===== src/rtl/accel_pkg.sv =====
// Shared definitions for the ReLU / max-pool ofmap writer.
// Holds the datapath widths, the writer FSM state type and the
// signed helper functions used by the ReLU/max datapath.
package accel_pkg;

    localparam int DATA_W = 8;
    localparam int ADDR_W = 10;

    typedef enum logic [1:0] {
        IDLE = 2'd0,
        RUN  = 2'd1,
        DONE = 2'd2
    } rmp_state_e;

    // Signed maximum of two two's-complement samples.
    function automatic logic [DATA_W-1:0] smax(input logic [DATA_W-1:0] a,
                                               input logic [DATA_W-1:0] b);
        return ($signed(a) >= $signed(b)) ? a : b;
    endfunction

    // Clamp negative samples to zero when ReLU is enabled.
    function automatic logic [DATA_W-1:0] relu(input logic [DATA_W-1:0] d,
                                               input logic               en);
        return (en && d[DATA_W-1]) ? '0 : d;
    endfunction

endpackage


===== src/rtl/relu_max_unit.sv =====
// Combinational ReLU followed by a signed running maximum.
// The first beat of a window starts a new maximum; later beats
// fold into the running value held by the caller.
module relu_max_unit
    import accel_pkg::*;
(
    input  logic              relu_en,
    input  logic              first,
    input  logic [DATA_W-1:0] sample,
    input  logic [DATA_W-1:0] max_q,
    output logic [DATA_W-1:0] relu_val,
    output logic [DATA_W-1:0] run_max
);

    // Apply ReLU, then either restart or extend the window maximum.
    always_comb begin
        relu_val = relu(sample, relu_en);
        run_max  = first ? relu_val : smax(max_q, relu_val);
    end

endmodule


===== src/rtl/relu_maxpool_writer.sv =====
// Downstream stage of the per-column accumulator: optional ReLU,
// optional 2x2 max-pool (groups of 4 beats), and registered writes
// into the ofmap SRAM write port.
//
// Input handshake: a beat is transferred on every cycle where
// in_valid_i is high; there is no ready, so the block never stalls
// the producer. Beats arriving outside RUN are dropped and flagged.
module relu_maxpool_writer
    import accel_pkg::*;
(
    input  logic              clk,
    input  logic              rst_n,
    input  logic              cfg_start_i,
    input  logic              cfg_pool_en_i,
    input  logic              cfg_relu_en_i,
    input  logic [ADDR_W-1:0] cfg_base_addr_i,
    input  logic              in_valid_i,
    input  logic              in_last_i,
    input  logic [DATA_W-1:0] in_data_i,
    input  logic [ADDR_W-1:0] in_addr_i,
    output logic              ofm_wren_o,
    output logic [ADDR_W-1:0] ofm_addr_o,
    output logic [DATA_W-1:0] ofm_data_o,
    output logic              busy_o,
    output logic              done_o,
    output logic              err_o,
    output rmp_state_e        dbg_state_o
);

    rmp_state_e        state;
    logic              pool_en_q;
    logic              relu_en_q;
    logic [ADDR_W-1:0] base_q;
    logic [1:0]        beat_cnt;
    logic [DATA_W-1:0] max_q;
    logic [ADDR_W-1:0] wr_cnt;
    logic [DATA_W-1:0] relu_val;
    logic [DATA_W-1:0] run_max;

    relu_max_unit u_relu_max (
        .relu_en  (relu_en_q),
        .first    (beat_cnt == 2'd0),
        .sample   (in_data_i),
        .max_q    (max_q),
        .relu_val (relu_val),
        .run_max  (run_max)
    );

    // Writer FSM, window counters and registered SRAM/status outputs.
    always_ff @(posedge clk) begin
        if (!rst_n) begin
            state      <= IDLE;
            pool_en_q  <= 1'b0;
            relu_en_q  <= 1'b0;
            base_q     <= '0;
            beat_cnt   <= '0;
            max_q      <= '0;
            wr_cnt     <= '0;
            ofm_wren_o <= 1'b0;
            ofm_addr_o <= '0;
            ofm_data_o <= '0;
            busy_o     <= 1'b0;
            done_o     <= 1'b0;
            err_o      <= 1'b0;
        end else begin
            ofm_wren_o <= 1'b0;
            done_o     <= 1'b0;
            if (cfg_start_i) begin
                // Start (or restart) a layer; any partial window is discarded.
                pool_en_q <= cfg_pool_en_i;
                relu_en_q <= cfg_relu_en_i;
                base_q    <= cfg_base_addr_i;
                beat_cnt  <= '0;
                max_q     <= '0;
                wr_cnt    <= '0;
                busy_o    <= 1'b1;
                state     <= RUN;
            end else begin
                case (state)
                    IDLE: begin
                        if (in_valid_i) err_o <= 1'b1;
                    end
                    RUN: begin
                        if (in_valid_i) begin
                            if (pool_en_q) begin
                                max_q    <= run_max;
                                beat_cnt <= beat_cnt + 2'd1;
                                if (beat_cnt == 2'd3 || in_last_i) begin
                                    ofm_wren_o <= 1'b1;
                                    ofm_addr_o <= base_q + wr_cnt;
                                    ofm_data_o <= run_max;
                                    wr_cnt     <= wr_cnt + ADDR_W'(1);
                                end
                                if (in_last_i && beat_cnt != 2'd3) err_o <= 1'b1;
                            end else begin
                                ofm_wren_o <= 1'b1;
                                ofm_addr_o <= base_q + in_addr_i;
                                ofm_data_o <= relu_val;
                            end
                            if (in_last_i) state <= DONE;
                        end
                    end
                    DONE: begin
                        if (in_valid_i) err_o <= 1'b1;
                        done_o <= 1'b1;
                        busy_o <= 1'b0;
                        state  <= IDLE;
                    end
                    default: state <= IDLE;
                endcase
            end
        end
    end

    assign dbg_state_o = state;

endmodule


===== config.mk =====
export PLATFORM = sky130hd
export DESIGN_NAME = relu_maxpool_writer
export DESIGN_NICKNAME = d
export VERILOG_FILES = /design/src/rtl/accel_pkg.sv /design/src/rtl/relu_max_unit.sv /design/src/rtl/relu_maxpool_writer.sv
export SDC_FILE = /design/constraint.sdc
export NUM_CORES = 1
export LEC_CHECK = 0
export ABC_AREA = 1
export CAP_MARGIN = 20
export CORE_ASPECT_RATIO = 0.8
export CORE_MARGIN = 8
export CORE_UTILIZATION = 56
export DETAILED_ROUTE_END_ITERATION = 10
export HOLD_SLACK_MARGIN = 0.15
export PLACE_DENSITY_LB_ADDON = 0.05
export SLEW_MARGIN = 0
export SYNTH_ARGS = -nofsm -noshare
export SYNTH_HDL_FRONTEND = slang
export SYNTH_SLANG_ARGS = --single-unit

===== constraint.sdc =====
create_clock -name clk -period 4.4 [get_ports clk]
set_input_delay 0.88 -clock clk [delete_from_list [all_inputs] [get_ports clk]]
set_output_delay 0.88 -clock clk [all_outputs]
set_load 0.005 [all_outputs]

==> out/summary.md <==
Worst hold path
- **Tightest Hold Check Type** flip-flop to flip-flop
- **worst hold endpoint** wr_cnt[9]$_SDFFE_PP0P_
- **worst hold path cell count** 1
- **Worst Hold Launch** wr_cnt[8]$_SDFFE_PP0P_

Placement
- **total of buffers placed on input and output ports** 58
- **Area after DPL** 0.00372 mm2
- **Placer Congestion** 0.936
- **HPWL after DPL** 5990 um

Yosys
- **share of the yosys chip area belonging to registers** 0.362
- **Post-synth EDFFs** 0
- **mean area per synthesized cell** 7.13 um2
- **post-synth net total** 491
- **post-synth cell types** 37
- **dominant register cell in the synthesized netlist** sky130_fd_sc_hd__dfxtp_1
- **Yosys Warn Count** 0
- **area of the mapped netlist** 0.00310 mm2
- **Syn Inst Count** 435
- **register bit count reported by yosys** 56
- **share of flip-flops with an asynchronous set or reset after synthesis** 0

Global routing
- **M2 GR Usage** 0.318
- **pin count of the biggest net entering global routing** 30
- **layer with the highest usage** met2
- **GR Util met3** 0.0410
- **met1 routing resource usage after global routing** 0.269
- **GR Overflow Total** 0
- **via count of the first global-routing pass** 2908
- **aggregate global-route resource usage** 0.201
- **number of antenna violations at the first check in global routing** 0
- **wire length of the first global-routing pass** 13300 um

Clock tree
- **clock slew at the register clock pins of the worst setup and hold paths** 0.10 ns
- **later-pin clock latency in the skew report** 0.32 ns
- **number of hold buffers added after CTS** 0
- **buffer cell driving the clock tree root** sky130_fd_sc_hd__clkbuf_8
- **maximum level of the CTS H-tree** 2
- **number of CTS-inserted buffers** 5
- **Resized Gates After CTS** 0
- **maximum buffer depth of the clock tree** 2
- **CTS tree** built
- **total number of clock tree sinks** 56
- **number of buffers inserted to repair setup after CTS** 0

Finish
- **final cell area excluding filler cells** 0.00383 mm2
- **number of inserted diodes** 0
- **area growth from synthesis to layout** 23.6%
- **Post-Route Utilization** 0.709
- **number of fill cells in the layout** 467
- **number of nets in the layout** 545
- **share of final-layout standard cells stronger than drive strength 1** 0.0469

Worst setup path
- **Largest stage delay, worst path** 0.45 ns
- **buffers and inverters on the worst path** 3
- **endpoint required time on the critical path** 4.62 ns
- **element type at the critical path start** input port
- **crit-path cells** clkdlybuf4s50_1 -> nand2_1 -> o21ai_0 -> ha_1 -> inv_1 -> fa_1 -> o21ai_0 -> nand2_1 -> o311ai_0 -> xor2_1 -> o21ai_0 -> inv_1
- **Critical-path top delay cell** sky130_fd_sc_hd__clkdlybuf4s50_1
- **launch instance of the worst register-to-register path** pool_en_q$_SDFFE_PN0P_
- **kind of cell adding the most delay to the critical path** compound AO/OA/AOI/OAI gates
- **endpoint of the worst register-to-register path** ofm_addr_o[8]$_SDFFE_PN0P_
- **Setup Crit Path Kind** input port to flip-flop
- **arrival time worst endpoint** 3.27 ns
- **Worst Setup End Kind** flip-flop
- **largest driver fanout on the critical path** 3
- **r2r setup slk** 1.38 ns
- **cell occurring most often along the worst timing path** sky130_fd_sc_hd__o21ai_0
- **number of cells on the worst reg-to-reg path** 13

Route
- **Final ANT Viol Nets** 0
- **mean routed wirelength per cell** 14.1 um
- **total via count in the routed design** 2999
- **number of vias per cell after detailed routing** 5.40
- **Initial DRC Count** 198
- **DRT Pass-1 Iters** 5
- **DRC violation count after routing** 0
- **total wire length after detailed routing** 7830 um

Floorplanning
- **Starting Density** 0.574
- **number of top-level pins** 59
- **Row Count** 24
- **Std-Cell Core Area** 0.00541 mm2
- **die width** 99.2 um
- **floorplan die area** 0.00819 mm2
- **die height** 82.6 um

STA
- **Slew Limit Fails** 0
- **highest achievable clock rate** 328 MHz
- **total of endpoints with negative setup slack in the final report** 0
- **final setup skew** 0.00905 ns
- **final-report hold violation count** 0
- **RSZ-0062 raised after global routing** no
- **Post-Route Setup TNS** 0 ns
- **hold slack** 0.454 ns
- **post-layout minimum cycle time** 3.05 ns
- **relative max-transition margin** 0.604
- **share of the clock period used by the worst path** 0.694
- **Tightest Pin Transition** 0.591 ns

Pwr
- **total power divided by cell area** 280 mW/mm2
- **leakage power total** 1.71 nW
- **worst-case vdd ir drop** 0.200 mV
- **Total Power** 0.00107 W

Flow run
- **max-cap viol count** 0

Outcome
- **run status** complete, no violations

[layout by cell type, fill, tap and decap left out, types with 5 or more instances in the layout]
cell,Yosys,layout
sky130_fd_sc_hd__nand3_1,31,31
sky130_fd_sc_hd__clkdlybuf4s50_1,0,58
sky130_fd_sc_hd__nor3_1,6,6
sky130_fd_sc_hd__o211ai_1,9,9
sky130_fd_sc_hd__nand2_1,71,71
sky130_fd_sc_hd__inv_1,58,58
sky130_fd_sc_hd__a21oi_1,42,42
sky130_fd_sc_hd__clkbuf_8,0,5
sky130_fd_sc_hd__nor2_1,51,51
sky130_fd_sc_hd__o21ai_0,43,43
sky130_fd_sc_hd__dfxtp_1,56,56
sky130_fd_sc_hd__ha_1,20,20
sky130_fd_sc_hd__xor2_1,8,8
[how the worst max path moves through the flow]
stage | depth (start not counted) | from | endpoint
floorplan | 11 | in_addr_i[0] | ofm_addr_o[6]$_SDFFE_PN0P_
global placement | 12 | in_addr_i[0] | ofm_addr_o[6]$_SDFFE_PN0P_
detailed placement | 12 | in_addr_i[0] | ofm_addr_o[6]$_SDFFE_PN0P_
CTS | 12 | in_addr_i[0] | ofm_addr_o[6]$_SDFFE_PN0P_
global route | 13 | pool_en_q$_SDFFE_PN0P_ | ofm_addr_o[6]$_SDFFE_PN0P_
finish | 12 | in_addr_i[0] | ofm_addr_o[8]$_SDFFE_PN0P_
[state kept, by name, summed over array words and instances, names as in the netlist, 2 cells and up]
register	cells
base_q	10
ofm_addr_o	10
wr_cnt	10
max_q	8
ofm_data_o	8
beat_cnt	2
dbg_state_o	2
[worst reg2reg max path: stages (launching register included)]
cell,delay (ns)
sky130_fd_sc_hd__dfxtp_1,0.31
sky130_fd_sc_hd__buf_4,0.19
sky130_fd_sc_hd__inv_2,0.44
sky130_fd_sc_hd__nand2_1,0.10
sky130_fd_sc_hd__o21ai_0,0.16
sky130_fd_sc_hd__ha_1,0.25
sky130_fd_sc_hd__inv_1,0.08
sky130_fd_sc_hd__fa_1,0.40
sky130_fd_sc_hd__o21ai_0,0.39
sky130_fd_sc_hd__nand2_1,0.11
sky130_fd_sc_hd__o311ai_0,0.14
sky130_fd_sc_hd__xor2_1,0.11
sky130_fd_sc_hd__o21ai_0,0.19
sky130_fd_sc_hd__inv_1,0.06
[through the flow]
step                std cells  worst slack (ns)
floorplan                 435              1.82
global placement          547              1.14
detailed placement        547              1.07
CTS                       555              1.41
global route              555              1.12
finish                    555              1.35
[area by class of cell]
type	instances	area [um2]	share of cell area
clock buffer	5	68.8	0.0180
clock inverter	3	42.5	0.0111
inverter	63	241	0.0630
multi-input combinational	303	1680	0.439
sequential	56	1120	0.293
tap	65	81.3	0.0212
timing repair buffer	60	596	0.155
[logic make-up (layout without fill, tap and decap cells)]
kind of cell             count (synthesis)  after routing  share of synthesized area
AND/OR/NAND/NOR                        173            173                      0.257
AO/OA/AOI/OAI                          101            101                      0.175
buffers and inverters                   76            131                     0.0964
flip-flops                              56             56                      0.362
adder cells (fa/ha/maj)                 21             21                     0.0872
XOR/XNOR                                 8              8                     0.0226
[report_power, final]
group | total [W] | internal, W | switching (W)
Sequential | 0.000533 | 0.000523 | 0.00000982
Combinational | 0.000200 | 0.0000883 | 0.000111
Clock | 0.000338 | 0.000169 | 0.000170
Total | 0.00107 | 0.000780 | 0.000291
[per-layer routing]
layer	part of all wire	vias to the layer above
met2	0.44	90
met1	0.48	1363
met5	0	-
met3	0.068	5
li1	-	1541
met4	0.0094	0
[cells in the mapped netlist (3+ instances only)]
cell / count / area [um2]
sky130_fd_sc_hd__nand4_1: 3 / 18.8
sky130_fd_sc_hd__nand3_1: 31 / 155
sky130_fd_sc_hd__nor3_1: 6 / 30.0
sky130_fd_sc_hd__o21ai_0: 43 / 215
sky130_fd_sc_hd__a21oi_1: 42 / 210
sky130_fd_sc_hd__ha_1: 20 / 250
sky130_fd_sc_hd__inv_2: 3 / 11.3
sky130_fd_sc_hd__dfxtp_1: 56 / 1120
sky130_fd_sc_hd__o211ai_1: 9 / 67.6
sky130_fd_sc_hd__buf_1: 3 / 11.3
sky130_fd_sc_hd__inv_1: 58 / 218
sky130_fd_sc_hd__clkbuf_1: 5 / 18.8
sky130_fd_sc_hd__buf_2: 4 / 20.0
sky130_fd_sc_hd__nand2_1: 71 / 267
sky130_fd_sc_hd__xor2_1: 8 / 70.1
sky130_fd_sc_hd__nor2_1: 51 / 191
Note: power is estimated with default switching activity, not from simulation.
